File: src/rtl/tour_pkg.sv
// Shared types and constants for the knight's-tour command sequencer.
// The move table uses the same one-hot bit ordering as the tour solver.
package tour_pkg;

    typedef enum logic [2:0] {
        IDLE,
        VERT,
        WAIT_V,
        HORZ,
        WAIT_H
    } state_t;

    localparam logic [3:0] OP_MOVE    = 4'h2;
    localparam logic [3:0] OP_FANFARE = 4'h3;

    localparam logic [7:0] HDG_N_DEF = 8'h00;
    localparam logic [7:0] HDG_W_DEF = 8'h3F;
    localparam logic [7:0] HDG_S_DEF = 8'h7F;
    localparam logic [7:0] HDG_E_DEF = 8'hBF;

    localparam int NUM_MOVES_DEF = 24;

    typedef struct packed {
        logic signed [2:0] dx;
        logic signed [2:0] dy;
    } delta_t;

    // Knight displacement for the move encoded by one-hot bit position b.
    function automatic delta_t move_delta(input logic [2:0] b);
        delta_t d;
        case (b)
            3'd0:    begin d.dx = -3'sd1; d.dy =  3'sd2; end
            3'd1:    begin d.dx =  3'sd1; d.dy =  3'sd2; end
            3'd2:    begin d.dx = -3'sd2; d.dy =  3'sd1; end
            3'd3:    begin d.dx = -3'sd2; d.dy = -3'sd1; end
            3'd4:    begin d.dx = -3'sd1; d.dy = -3'sd2; end
            3'd5:    begin d.dx =  3'sd1; d.dy = -3'sd2; end
            3'd6:    begin d.dx =  3'sd2; d.dy =  3'sd1; end
            default: begin d.dx =  3'sd2; d.dy = -3'sd1; end
        endcase
        return d;
    endfunction

endpackage

File: src/rtl/tour_cmd_if.sv
// Command-processor handshake bus: cmd/cmd_rdy forward, clr_cmd_rdy and
// send_resp returned by the command processor.
interface tour_cmd_if;
    logic [15:0] cmd;
    logic        cmd_rdy;
    logic        clr_cmd_rdy;
    logic        send_resp;

    modport master (output cmd, output cmd_rdy, input clr_cmd_rdy, input send_resp);
    modport slave  (input cmd, input cmd_rdy, output clr_cmd_rdy, output send_resp);
endinterface

File: src/rtl/tour_move_decode.sv
// Combinational split of a one-hot knight move into a vertical-leg and a
// horizontal-leg drive command. Build option TOUR_CMD_FANFARE_EN makes the
// horizontal leg use the fanfare opcode.
module tour_move_decode
    import tour_pkg::*;
#(
    parameter logic [7:0] HDG_N = HDG_N_DEF,
    parameter logic [7:0] HDG_W = HDG_W_DEF,
    parameter logic [7:0] HDG_S = HDG_S_DEF,
    parameter logic [7:0] HDG_E = HDG_E_DEF
) (
    input  logic [7:0]  move_i,
    output logic [15:0] vert_cmd_o,
    output logic [15:0] horz_cmd_o,
    output logic        valid_o
);

`ifdef TOUR_CMD_FANFARE_EN
    localparam logic [3:0] HORZ_OP = OP_FANFARE;
`else
    localparam logic [3:0] HORZ_OP = OP_MOVE;
`endif

    delta_t     d;
    logic [2:0] adx;
    logic [2:0] ady;

    // Look up the displacement of the set bit and form both leg commands.
    always_comb begin
        d = '0;
        for (int i = 0; i < 8; i++) begin
            if (move_i[i]) d = move_delta(3'(i));
        end
        adx        = (d.dx < 3'sd0) ? -d.dx : d.dx;
        ady        = (d.dy < 3'sd0) ? -d.dy : d.dy;
        vert_cmd_o = {OP_MOVE, (d.dy > 3'sd0) ? HDG_N : HDG_S, 1'b0, ady};
        horz_cmd_o = {HORZ_OP, (d.dx > 3'sd0) ? HDG_E : HDG_W, 1'b0, adx};
        valid_o    = $onehot(move_i);
    end

endmodule

File: src/rtl/tour_cmd.sv
// Replays a solved knight's tour as drive commands (vertical leg, then
// horizontal leg per move) and passes UART commands through when idle.
// Optional build macro: TOUR_CMD_FANFARE_EN (fanfare opcode on horizontal legs).
module tour_cmd
    import tour_pkg::*;
#(
    parameter int         NUM_MOVES = NUM_MOVES_DEF,
    parameter logic [7:0] HDG_N     = HDG_N_DEF,
    parameter logic [7:0] HDG_W     = HDG_W_DEF,
    parameter logic [7:0] HDG_S     = HDG_S_DEF,
    parameter logic [7:0] HDG_E     = HDG_E_DEF
) (
    input  logic        clk,
    input  logic        rst_n,
    input  logic        start_tour,
    input  logic [7:0]  move,
    output logic [4:0]  mv_indx,
    input  logic [15:0] cmd_UART,
    input  logic        cmd_rdy_UART,
    output logic        clr_cmd_rdy_UART,
    tour_cmd_if.master  cmd_bus,
    output logic        tour_active,
    output logic        tour_done,
    output logic        move_err
);

    localparam logic [4:0] LAST_INDX = 5'(NUM_MOVES - 1);

    state_t      state_q;
    logic [4:0]  mv_indx_q;
    logic        active_q;
    logic        done_q;
    logic        err_q;
    logic [15:0] tcmd_q;
    logic        trdy_q;

    logic [15:0] vert_cmd;
    logic [15:0] horz_cmd;
    logic        mv_valid;

    tour_move_decode #(
        .HDG_N (HDG_N),
        .HDG_W (HDG_W),
        .HDG_S (HDG_S),
        .HDG_E (HDG_E)
    ) u_decode (
        .move_i     (move),
        .vert_cmd_o (vert_cmd),
        .horz_cmd_o (horz_cmd),
        .valid_o    (mv_valid)
    );

    // Tour sequencer: fetch move, issue vertical leg, wait, issue horizontal leg, wait.
    always_ff @(posedge clk or negedge rst_n) begin
        if (!rst_n) begin
            state_q   <= IDLE;
            mv_indx_q <= '0;
            active_q  <= 1'b0;
            done_q    <= 1'b0;
            err_q     <= 1'b0;
            tcmd_q    <= '0;
            trdy_q    <= 1'b0;
        end else begin
            done_q <= 1'b0;
            err_q  <= 1'b0;
            case (state_q)
                IDLE: begin
                    if (start_tour) begin
                        mv_indx_q <= '0;
                        active_q  <= 1'b1;
                        state_q   <= VERT;
                    end
                end
                VERT: begin
                    if (!mv_valid) begin
                        err_q    <= 1'b1;
                        active_q <= 1'b0;
                        state_q  <= IDLE;
                    end else begin
                        tcmd_q  <= vert_cmd;
                        trdy_q  <= 1'b1;
                        state_q <= WAIT_V;
                    end
                end
                WAIT_V: begin
                    // A response without a prior clear still retires the command.
                    if (cmd_bus.clr_cmd_rdy || cmd_bus.send_resp) trdy_q <= 1'b0;
                    if (cmd_bus.send_resp) state_q <= HORZ;
                end
                HORZ: begin
                    tcmd_q  <= horz_cmd;
                    trdy_q  <= 1'b1;
                    state_q <= WAIT_H;
                end
                WAIT_H: begin
                    if (cmd_bus.clr_cmd_rdy || cmd_bus.send_resp) trdy_q <= 1'b0;
                    if (cmd_bus.send_resp) begin
                        if (mv_indx_q == LAST_INDX) begin
                            done_q    <= 1'b1;
                            active_q  <= 1'b0;
                            mv_indx_q <= '0;
                            state_q   <= IDLE;
                        end else begin
                            mv_indx_q <= mv_indx_q + 5'd1;
                            state_q   <= VERT;
                        end
                    end
                end
                default: state_q <= IDLE;
            endcase
        end
    end

    // UART owns the command processor whenever no tour is running.
    assign cmd_bus.cmd      = (state_q == IDLE) ? cmd_UART : tcmd_q;
    assign cmd_bus.cmd_rdy  = (state_q == IDLE) ? cmd_rdy_UART : trdy_q;
    assign clr_cmd_rdy_UART = (state_q == IDLE) && cmd_bus.clr_cmd_rdy;

    assign mv_indx     = mv_indx_q;
    assign tour_active = active_q;
    assign tour_done   = done_q;
    assign move_err    = err_q;

endmodule

File: src/flat_wrapper.sv
// flat-port wrapper written by rule: the top's interface ports become plain ports
module tour_cmd_flat import tour_pkg::*;
#(
    parameter int         NUM_MOVES = NUM_MOVES_DEF,
    parameter logic [7:0] HDG_N     = HDG_N_DEF,
    parameter logic [7:0] HDG_W     = HDG_W_DEF,
    parameter logic [7:0] HDG_S     = HDG_S_DEF,
    parameter logic [7:0] HDG_E     = HDG_E_DEF
)
  (clk, rst_n, start_tour, move, mv_indx, cmd_UART, cmd_rdy_UART, clr_cmd_rdy_UART, tour_active, tour_done, move_err, cmd_bus_cmd, cmd_bus_cmd_rdy, cmd_bus_clr_cmd_rdy, cmd_bus_send_resp);
  tour_cmd_if cmd_bus_i ();
  input  logic clk;
  input  logic rst_n;
  input  logic start_tour;
  input  logic [7:0] move;
  output logic [4:0] mv_indx;
  input  logic [15:0] cmd_UART;
  input  logic cmd_rdy_UART;
  output logic clr_cmd_rdy_UART;
  output logic tour_active;
  output logic tour_done;
  output logic move_err;
  output wire logic [$bits(cmd_bus_i.cmd)-1:0] cmd_bus_cmd;
  output wire logic [$bits(cmd_bus_i.cmd_rdy)-1:0] cmd_bus_cmd_rdy;
  input wire logic [$bits(cmd_bus_i.clr_cmd_rdy)-1:0] cmd_bus_clr_cmd_rdy;
  input wire logic [$bits(cmd_bus_i.send_resp)-1:0] cmd_bus_send_resp;
  assign cmd_bus_cmd = cmd_bus_i.cmd;
  assign cmd_bus_cmd_rdy = cmd_bus_i.cmd_rdy;
  assign cmd_bus_i.clr_cmd_rdy = cmd_bus_clr_cmd_rdy;
  assign cmd_bus_i.send_resp = cmd_bus_send_resp;
  tour_cmd #(.NUM_MOVES(NUM_MOVES), .HDG_N(HDG_N), .HDG_W(HDG_W), .HDG_S(HDG_S), .HDG_E(HDG_E)) u_core (.clk(clk), .rst_n(rst_n), .start_tour(start_tour), .move(move), .mv_indx(mv_indx), .cmd_UART(cmd_UART), .cmd_rdy_UART(cmd_rdy_UART), .clr_cmd_rdy_UART(clr_cmd_rdy_UART), .cmd_bus(cmd_bus_i), .tour_active(tour_active), .tour_done(tour_done), .move_err(move_err));
endmodule
File: config.mk
export PLATFORM = sky130hd
export DESIGN_NAME = tour_cmd_flat
export DESIGN_NICKNAME = d
export VERILOG_FILES = /design/src/rtl/tour_pkg.sv /design/src/rtl/tour_cmd_if.sv /design/src/rtl/tour_move_decode.sv /design/src/rtl/tour_cmd.sv /design/src/flat_wrapper.sv
export SDC_FILE = /design/constraint.sdc
export NUM_CORES = 1
export LEC_CHECK = 0
export CORE_MARGIN = 5
export CORE_UTILIZATION = 45
export CTS_BUF_LIST = sky130_fd_sc_hd__clkbuf_2
export CTS_CLUSTER_SIZE = 40
export DETAILED_ROUTE_END_ITERATION = 6
export PLACE_DENSITY = 0.88
export SYNTH_ARGS = -nofsm -noshare
export SYNTH_HDL_FRONTEND = slang
export SYNTH_SLANG_ARGS = --single-unit
File: constraint.sdc
create_clock -name clk -period 2.5 [get_ports clk]
set_input_delay 0.5 -clock clk [delete_from_list [all_inputs] [get_ports clk]]
set_output_delay 0.5 -clock clk [all_outputs]
set_load 0.03 [all_outputs]
==> results of run 1 <==
[sequential cells by signal, indices dropped and copies added (netlist names)]
name,count
u_core.state_q,3
u_core.mv_indx,5
u_core.trdy_q,1
u_core.tcmd_q,7
u_core.move_err,1
u_core.tour_active,1
u_core.tour_done,1
[worst register-to-register path: stages (launching register included)]
cell,delay (ns)
sky130_fd_sc_hd__dfrtp_1,0.44
sky130_fd_sc_hd__ha_1,0.27
sky130_fd_sc_hd__nand4b_2,0.20
sky130_fd_sc_hd__or3_1,0.38
sky130_fd_sc_hd__a221o_1,0.33
sky130_fd_sc_hd__a22o_1,0.18
[per-stage QoR]
step	cell area, um^2	setup slack (ns)	TNS, ns	utilization
floorplan	1480	-0.983	-9.74	-
global placement	2230	-1.62	-17.11	0.726
detailed placement	2230	-1.75	-18.53	0.726
CTS	2260	-0.891	-8.94	0.734
global route	2240	-0.922	-9.02	0.728
finish	2240	-0.867	-8.23	0.728
[area by class of cell]
class,count,share of cell area
Clock inverter,1,0.00223
Multi-Input combinational cell,124,0.415
Timing Repair Buffer,78,0.310
Inverter,15,0.0296
Sequential cell,19,0.212
Clock buffer,3,0.00670
Tap cell,44,0.0246
[logic make-up (layout without fill, tap and decap cells)]
logic type / after synthesis / count (layout) / synth area share
multiplexers: 11 / 11 / 0.0811
buffers and inverters: 21 / 97 / 0.0564
flip-flops: 19 / 19 / 0.325
adder cells (fa/ha/maj): 12 / 12 / 0.123
AND/OR/NAND/NOR: 61 / 61 / 0.228
AO/OA/AOI/OAI: 40 / 40 / 0.187
[final timing paths]
check	end	cells after the start	slack (ns)
hold / removal	u_core.mv_indx[4]$_DFFE_PN0P_	2	0.48
min in group clk	u_core.tcmd_q[13]$_DFFE_PN0P_	2	0.49
max in group asynchronous	u_core.tcmd_q[0]$_DFFE_PN0P_	2	1.81
setup / recovery	u_core.tour_active$_DFFE_PN0P_	13	-0.87
hold reg to reg	u_core.tcmd_q[13]$_DFFE_PN0P_	2	0.49
setup reg to reg	u_core.tour_active$_DFFE_PN0P_	5	0.64
[per-layer routing]
| layer | GRT usage | routed length [um] | part of all wire |
|---|---|---|---|
| met3 | 0.0472 | 284 | 0.072 |
| met4 | 0.0304 | 21 | 0.0053 |
| met2 | 0.329 | 1910 | 0.49 |
| met5 | 0 | 0 | 0 |
| met1 | 0.236 | 1720 | 0.44 |
[power groups by stage]
stage | combinational (mW) | clock [mW] | sequential [mW]
4_1_cts | 1.81 | 0.137 | 0.437
6_report | 1.78 | 0.132 | 0.436
3_3_place_gp | 1.87 | 0 | 0.442
5_1_grt | 1.92 | 0.155 | 0.448
2_1_floorplan | 1.13 | 0 | 0.470
3_5_place_dp | 1.92 | 0 | 0.444
[cells in the final DEF, fill, tap and decap left out, types with 7 or more instances in the layout]
cell / n
sky130_fd_sc_hd__buf_4: 22
sky130_fd_sc_hd__dfrtp_1: 19
sky130_fd_sc_hd__inv_1: 10
sky130_fd_sc_hd__dlygate4sd2_1: 11
sky130_fd_sc_hd__o21ai_0: 7
sky130_fd_sc_hd__clkdlybuf4s50_1: 34
sky130_fd_sc_hd__nor2_1: 11
sky130_fd_sc_hd__clkbuf_2: 9
sky130_fd_sc_hd__nand2_1: 8
sky130_fd_sc_hd__ha_1: 7
sky130_fd_sc_hd__nor3_1: 11
sky130_fd_sc_hd__a21oi_1: 8
[what timing repair did]
item,4_1_cts,5_1_grt
setup endpoints to repair,28,17
gates resized for setup,37,13
buffers inserted,1,0
pin swaps,8,6
==> results.txt, run 1 <==
----------------------------------------------------
[Worst setup path]
  CP endpoint kind ... flip-flop
  Count of buffer and inverter cells on the critical path ... 4
  Worst setup path class ... primary input to flip-flop
  RR Startpoint ... u_core.mv_indx[1]$_DFFE_PN0P_
  Arrival @ worst endpoint ... 3.60 ns
  Crit start category ... primary input
  CP required ... 2.73 ns
  Maximum fanout along the worst path ... 4
  Library cell contributing the largest single delay on the critical path ... sky130_fd_sc_hd__fa_1
  Cell repeated most along the worst path ... sky130_fd_sc_hd__fa_1
  Critical Path Start ... move[0]
  Delay of the slowest cell on the worst path ... 0.56 ns
  Cell chain of the critical path ... buf_8, inv_4, fa_1, fa_1, fa_1, inv_1, ha_2, inv_2, fa_2, nand4b_1, o21ai_4, a221o_1, a22o_1
  Top delay family on crit path ... adder cells

[Floorplanning]
  Number of placed I/O pins ... 56
  Core area ... 3080 um^2
  Effective utilization at floorplan ... 0.476
  Site row count ... 20
  Die Y ... 67.1 um
  Area of the die ... 4500 um^2
  Die width ... 67.1 um

[Power]
  Clock share of power ... 0.056
  Register share of total power ... 0.186
  Overall power consumption ... 2.35 mW
  Cell area power density ... 1050 nW/um^2
  Switching power summed over all nets ... 1.19 mW
  Largest vdd supply drop ... 0.713 mV
  Internal power ... 1.16 mW
  Switching part of the total ... 0.506
  Leakage power summed over all cells ... 1.12 nW
  Fraction of power consumed by combinational cells ... 0.758

[Finish]
  Non-filler cells, final ... 284
  Multi-input logic area ... 930 um^2
  Number of antenna diodes ... 0
  Number of inserted filler cells in the final layout ... 249
  Net count, final ... 283
  Fraction of final layout cells sized beyond drive strength 1 ... 0.238
  Area grow syn2layout ... 52.9%
  Area taken by flip-flops and latches ... 475 um^2

[Global routing]
  Global router's overall resource usage ... 0.188
  Antenna violations before repair ... 0
  Global-route wire length before repair ... 6.55 mm
  Remaining global-route overflow ... 0
  Largest net degree at the start of global routing ... 20
  Via count of the first global-routing pass ... 1437

[Routing]
  Number of vias after detailed routing ... 1511
  Antenna violation net count after detailed routing ... 0
  Number of iterations in the first detailed-routing pass ... 4
  Final routed wirelength across all metal layers ... 3.94 mm
  DRC marker count from the first detailed-route iteration ... 80
  Average routed wire per standard cell ... 13.9 um
  Vias per inst ... 5.32
  DRC violation count after routing ... 0

[Worst hold path]
  Class of the tightest hold or removal check ... primary input to asynchronous set/reset pin

[STA]
  Unrepaired setup endpoints after global routing ... true
  Transition time of the tightest slew-check pin ... 0.380 ns
  Worst hold margin ... 0.482 ns
  Skew final ... 0.0142 ns
  Total count of max-transition violations in the final report ... 0
  Number of hold-slack violations in the final timing report ... 0
  Setup violation total in the final timing report ... 11
  Min setup slack post-route ... -0.867 ns
  Maximum achievable frequency ... 0.297 GHz
  Min Clock Period, post-route ... 3.37 ns
  Worst slew margin relative to its limit ... 0.746
  Tcrit/Tclk final ... 1.35

[Synthesis]
  Cell taking the most area after synthesis ... sky130_fd_sc_hd__dfrtp_1
  Average footprint of a synthesized cell ... 8.93 um^2
  Cell variety after synth ... 45
  Number of synthesized register bits ... 19
  Primary flip-flop cell chosen by synthesis mapping ... sky130_fd_sc_hd__dfrtp_1
  Mapped Cells ... 164
  Async set or reset register ratio after synthesis ... 1.00
  Top cell type's share of synthesized area ... 0.325
  List of most frequent post-synthesis cells ... sky130_fd_sc_hd__dfrtp_1 (19), sky130_fd_sc_hd__inv_1 (14), sky130_fd_sc_hd__nor2_1 (11), sky130_fd_sc_hd__nor3_1 (11), sky130_fd_sc_hd__nand2_1 (9)
  Top area cells in the synthesized netlist ... sky130_fd_sc_hd__dfrtp_1 (32%), sky130_fd_sc_hd__ha_1 (6.8%), sky130_fd_sc_hd__fa_1 (5.5%), sky130_fd_sc_hd__mux2_2 (3.8%), sky130_fd_sc_hd__nor3_1 (3.8%)
  Netlist Area Pre-Place ... 1470 um^2
  Warnings from Yosys ... 0
  Count leader, synth ... sky130_fd_sc_hd__dfrtp_1
  Register area share after synthesis ... 0.325
  Number of synthesized flops with an enable pin ... 0
  Synth Net Count ... 206

[Placement]
  Number of buffers added on ports ... 55
  Routability congestion estimate ... 0.771
  Cell count after placement ... 279
  HPWL reported at the end of detailed placement ... 3.18 mm

[Clock tree]
  Number of CTS-inserted buffers ... 3
  Root Buffer ... sky130_fd_sc_hd__clkbuf_2
  TritonCTS clock tree ... built
  Number of sinks on the clock net ... 19
  Clock insertion delay at the later pin of the skew report ... 0.31 ns
  Number of buffers on the longest clock path ... 2
  Count of H-tree levels built during CTS ... 1
  Post-CTS Hold Buffers ... 0
  Post-CTS clock slew at the launch and capture registers of the worst setup and hold paths ... 0.19 ns

[Run status]
  Outcome ... complete, but fails checks
  Violated checks ... setup timing

[Job]
  Number of maximum-capacitance violations ... 0

----------------------------------------------------
No activity file was read; power rests on OpenSTA's default activity.
==> run 2, diff against run 1 <==
--- a/config.mk
+++ b/config.mk
@@ -10,6 +10,7 @@
 export CTS_BUF_LIST = sky130_fd_sc_hd__clkbuf_2
 export CTS_CLUSTER_SIZE = 40
 export DETAILED_ROUTE_END_ITERATION = 6
+export HOLD_SLACK_MARGIN = 0.05
 export PLACE_DENSITY = 0.88
 export SYNTH_ARGS = -nofsm -noshare
 export SYNTH_HDL_FRONTEND = slang
==> results of run 2 <==
The final DEF is identical to that of run 1; final timing and power are the same.
==> run 3, diff against run 2 <==
--- a/config.mk
+++ b/config.mk
@@ -12,6 +12,7 @@
 export DETAILED_ROUTE_END_ITERATION = 6
 export HOLD_SLACK_MARGIN = 0.05
 export PLACE_DENSITY = 0.88
+export SLEW_MARGIN = 20
 export SYNTH_ARGS = -nofsm -noshare
 export SYNTH_HDL_FRONTEND = slang
 export SYNTH_SLANG_ARGS = --single-unit
==> constraint.sdc (replaced) <==
create_clock -name clk -period 2.5 [get_ports clk]
set_input_delay 0.5 -clock clk [delete_from_list [all_inputs] [get_ports clk]]
set_output_delay 0.5 -clock clk [all_outputs]
set_load 0.01 [all_outputs]
==> run 3 against run 2 <==
Compared with the run above: the run still ends with setup timing left; via count up 1.4%; clock power increased by 3%; utilization is 2.4 points higher; wire length increased by 1.4%; sequential share of layout area is 0.69 points lower; first-iteration DRC count is 34% lower; die area unchanged; maximum frequency hardly changed; clock-buffer cell count is the same; combinational power shrank 15%; total power fell by 11%; flip-flop and latch count unchanged.
==> results.txt, run 3 (synthesized netlist as in run 1, its figures left out) <==
----------------------------------------------------
[STA]
  Min setup slack post-route ... -0.869 ns (was -0.867 ns)
  Setup violation total in the final timing report ... 11 (unchanged)
  Unrepaired setup endpoints after global routing ... true (unchanged)
  Maximum achievable frequency ... 0.297 GHz (about the same)
  Tcrit/Tclk final ... 1.35 (about the same)
  Min Clock Period, post-route ... 3.37 ns (about the same)
  Worst hold margin ... 0.478 ns (was 0.482 ns)
  Worst slew margin relative to its limit ... 0.738 (was 0.746)
  Transition time of the tightest slew-check pin ... 0.389 ns (was 0.380 ns)
  Total count of max-transition violations in the final report ... 0 (unchanged)
  Number of hold-slack violations in the final timing report ... 0 (unchanged)
  Skew final ... 0.0138 ns (was 0.0142 ns)

[Worst hold path]
  Class of the tightest hold or removal check ... primary input to asynchronous set/reset pin (unchanged)

[Worst setup path]
  Arrival @ worst endpoint ... 3.61 ns (was 3.60 ns)
  Maximum fanout along the worst path ... 4 (unchanged)
  Worst setup path class ... primary input to flip-flop (unchanged)
  Crit start category ... primary input (unchanged)
  CP required ... 2.74 ns (was 2.73 ns)
  CP endpoint kind ... flip-flop (unchanged)

[Routing]
  DRC violation count after routing ... 0 (unchanged)
  Final routed wirelength across all metal layers ... 4.00 mm (was 3.94 mm)
  Vias per inst ... 5.30 (was 5.32)
  Antenna violation net count after detailed routing ... 0 (unchanged)
  Number of iterations in the first detailed-routing pass ... 5 (was 4)
  Average routed wire per standard cell ... 13.8 um (was 13.9 um)
  Number of vias after detailed routing ... 1532 (was 1511)
  DRC marker count from the first detailed-route iteration ... 53 (was 80)

[Finish]
  Area grow syn2layout ... 58.1% (was 52.9%)
  Fraction of final layout cells sized beyond drive strength 1 ... 0.253 (was 0.238)
  Number of inserted filler cells in the final layout ... 226 (was 249)
  Non-filler cells, final ... 289 (was 284)
  Area taken by flip-flops and latches ... 475 um^2 (unchanged)
  Most common cell after layout, fill and taps aside ... sky130_fd_sc_hd__clkdlybuf4s50_1 (unchanged)
  Most flop-heavy register ... u_core.tcmd_q (unchanged)
  Core occupancy in the finished layout ... 0.752 (was 0.728)
  Number of antenna diodes ... 0 (unchanged)
  Flip-flop count of the largest register after layout ... 7 (unchanged)
  Net count, final ... 288 (was 283)
  Multi-input logic area ... 950 um^2 (was 930 um^2)
  Top library cells by usage in the layout, fill and taps aside ... sky130_fd_sc_hd__clkdlybuf4s50_1 (39), sky130_fd_sc_hd__buf_4 (26), sky130_fd_sc_hd__dfrtp_1 (19) (was sky130_fd_sc_hd__clkdlybuf4s50_1 (34), sky130_fd_sc_hd__buf_4 (22), sky130_fd_sc_hd__dfrtp_1 (19))

[Run status]
  Violated checks ... setup timing (unchanged)
  Outcome ... complete, but fails checks (unchanged)

[Placement]
  Cell count after placement ... 278 (was 279)
  Routability congestion estimate ... 0.791 (was 0.771)
  Number of buffers added on ports ... 55 (unchanged)
  HPWL reported at the end of detailed placement ... 3.08 mm (was 3.18 mm)

[Clock tree]
  Clock insertion delay at the later pin of the skew report ... 0.32 ns (was 0.31 ns)
  Root Buffer ... sky130_fd_sc_hd__clkbuf_2 (unchanged)
  Post-CTS clock slew at the launch and capture registers of the worst setup and hold paths ... 0.20 ns (was 0.19 ns)
  Count of H-tree levels built during CTS ... 1 (unchanged)
  Number of buffers on the longest clock path ... 2 (unchanged)
  TritonCTS clock tree ... built (unchanged)
  Number of CTS-inserted buffers ... 3 (unchanged)
  Number of sinks on the clock net ... 19 (unchanged)

[Floorplanning]
  Area of the die ... 4500 um^2 (unchanged)
  Die Y ... 67.1 um (unchanged)
  Number of placed I/O pins ... 56 (unchanged)
  Core area ... 3080 um^2 (unchanged)
  Effective utilization at floorplan ... 0.476 (unchanged)
  Site row count ... 20 (unchanged)
  Die width ... 67.1 um (unchanged)

[Power]
  Leakage power summed over all cells ... 1.14 nW (was 1.12 nW)
  Clock share of power ... 0.065 (was 0.056)
  Overall power consumption ... 2.09 mW (was 2.35 mW)
  Fraction of power consumed by combinational cells ... 0.725 (was 0.758)
  Internal power ... 1.22 mW (was 1.16 mW)
  Largest vdd supply drop ... 0.639 mV (was 0.713 mV)
  Register share of total power ... 0.210 (was 0.186)
  Switching part of the total ... 0.417 (was 0.506)
  Switching power summed over all nets ... 871 uW (was 1.19 mW)
  Cell area power density ... 902 nW/um^2 (was 1050 nW/um^2)

[Global routing]
  Global-route wire length before repair ... 6.53 mm (was 6.55 mm)
  Largest net degree at the start of global routing ... 20 (unchanged)
  Remaining global-route overflow ... 0 (unchanged)
  Via count of the first global-routing pass ... 1471 (was 1437)
  Antenna violations before repair ... 0 (unchanged)
  Global router's overall resource usage ... 0.186 (was 0.188)

[Job]
  Number of maximum-capacitance violations ... 0 (unchanged)

----------------------------------------------------
run 3: final timing paths:
path,start,cells past startpoint,to,slack [ns]
min,rst_n,2,u_core.tour_done$_DFF_PN0_,0.48
max,move[0],13,u_core.tour_active$_DFFE_PN0P_,-0.87
max reg2reg,u_core.mv_indx[0]$_DFFE_PN0P_,5,u_core.tour_active$_DFFE_PN0P_,0.66
min reg2reg,u_core.tcmd_q[13]$_DFFE_PN0P_,2,u_core.tcmd_q[13]$_DFFE_PN0P_,0.50
min in group clk,u_core.tcmd_q[13]$_DFFE_PN0P_,2,u_core.tcmd_q[13]$_DFFE_PN0P_,0.50
max in group asynchronous,rst_n,2,u_core.trdy_q$_DFFE_PN0P_,1.81
run 3: critical path, cell delays in order:
cell	delay, ns
sky130_fd_sc_hd__buf_8	0.08
sky130_fd_sc_hd__inv_4	0.03
sky130_fd_sc_hd__fa_1	0.55
sky130_fd_sc_hd__fa_1	0.43
sky130_fd_sc_hd__fa_1	0.50
sky130_fd_sc_hd__inv_1	0.05
sky130_fd_sc_hd__ha_2	0.17
sky130_fd_sc_hd__inv_2	0.05
sky130_fd_sc_hd__fa_2	0.44
sky130_fd_sc_hd__nand4b_1	0.15
sky130_fd_sc_hd__o21ai_4	0.11
sky130_fd_sc_hd__a221o_1	0.35
sky130_fd_sc_hd__a22o_1	0.19
run 3: repair_timing:
action / CTS / global route
endpoints found under the setup margin: 29 / 18
resized for setup: 36 / 11
buffers inserted: 5 / 2
hold buffers: 0 / 0
pin swaps: 9 / 10
run 3: metal layers:
layer / up-vias / share of wire / global-route usage
li1: 758 / - / -
met1: 720 / 0.44 / 0.249
met2: 50 / 0.47 / 0.302
met3: 4 / 0.080 / 0.0320
met4: 0 / 0.012 / 0.0582
met5: - / 0 / 0
run 3: cell type report:
cell class	instances	area share
tap	44	0.0238
clock inverter	1	0.00216
clock buffer	3	0.00648
multi-input combinational	124	0.410
timing repair buffer	83	0.324
sequential	19	0.205
inverter	15	0.0286
run 3: power groups by stage:
stage               combinational (mW)  clock [mW]  sequential [mW]
global route                      1.66       0.147            0.450
CTS                               1.50       0.140            0.437
detailed placement                1.51           0            0.444
global placement                  1.48           0            0.442
floorplan                        0.810           0            0.442
finish                            1.51       0.136            0.438
run 3: through the flow:
stage / area [um^2] / setup slack (ns) / setup TNS [ns]
2_1_floorplan: 1480 / -0.983 / -9.74
3_3_place_gp: 2220 / -1.62 / -17.10
3_5_place_dp: 2220 / -1.71 / -18.03
4_1_cts: 2290 / -0.941 / -9.31
5_1_grt: 2320 / -0.949 / -9.15
6_report: 2320 / -0.869 / -8.26
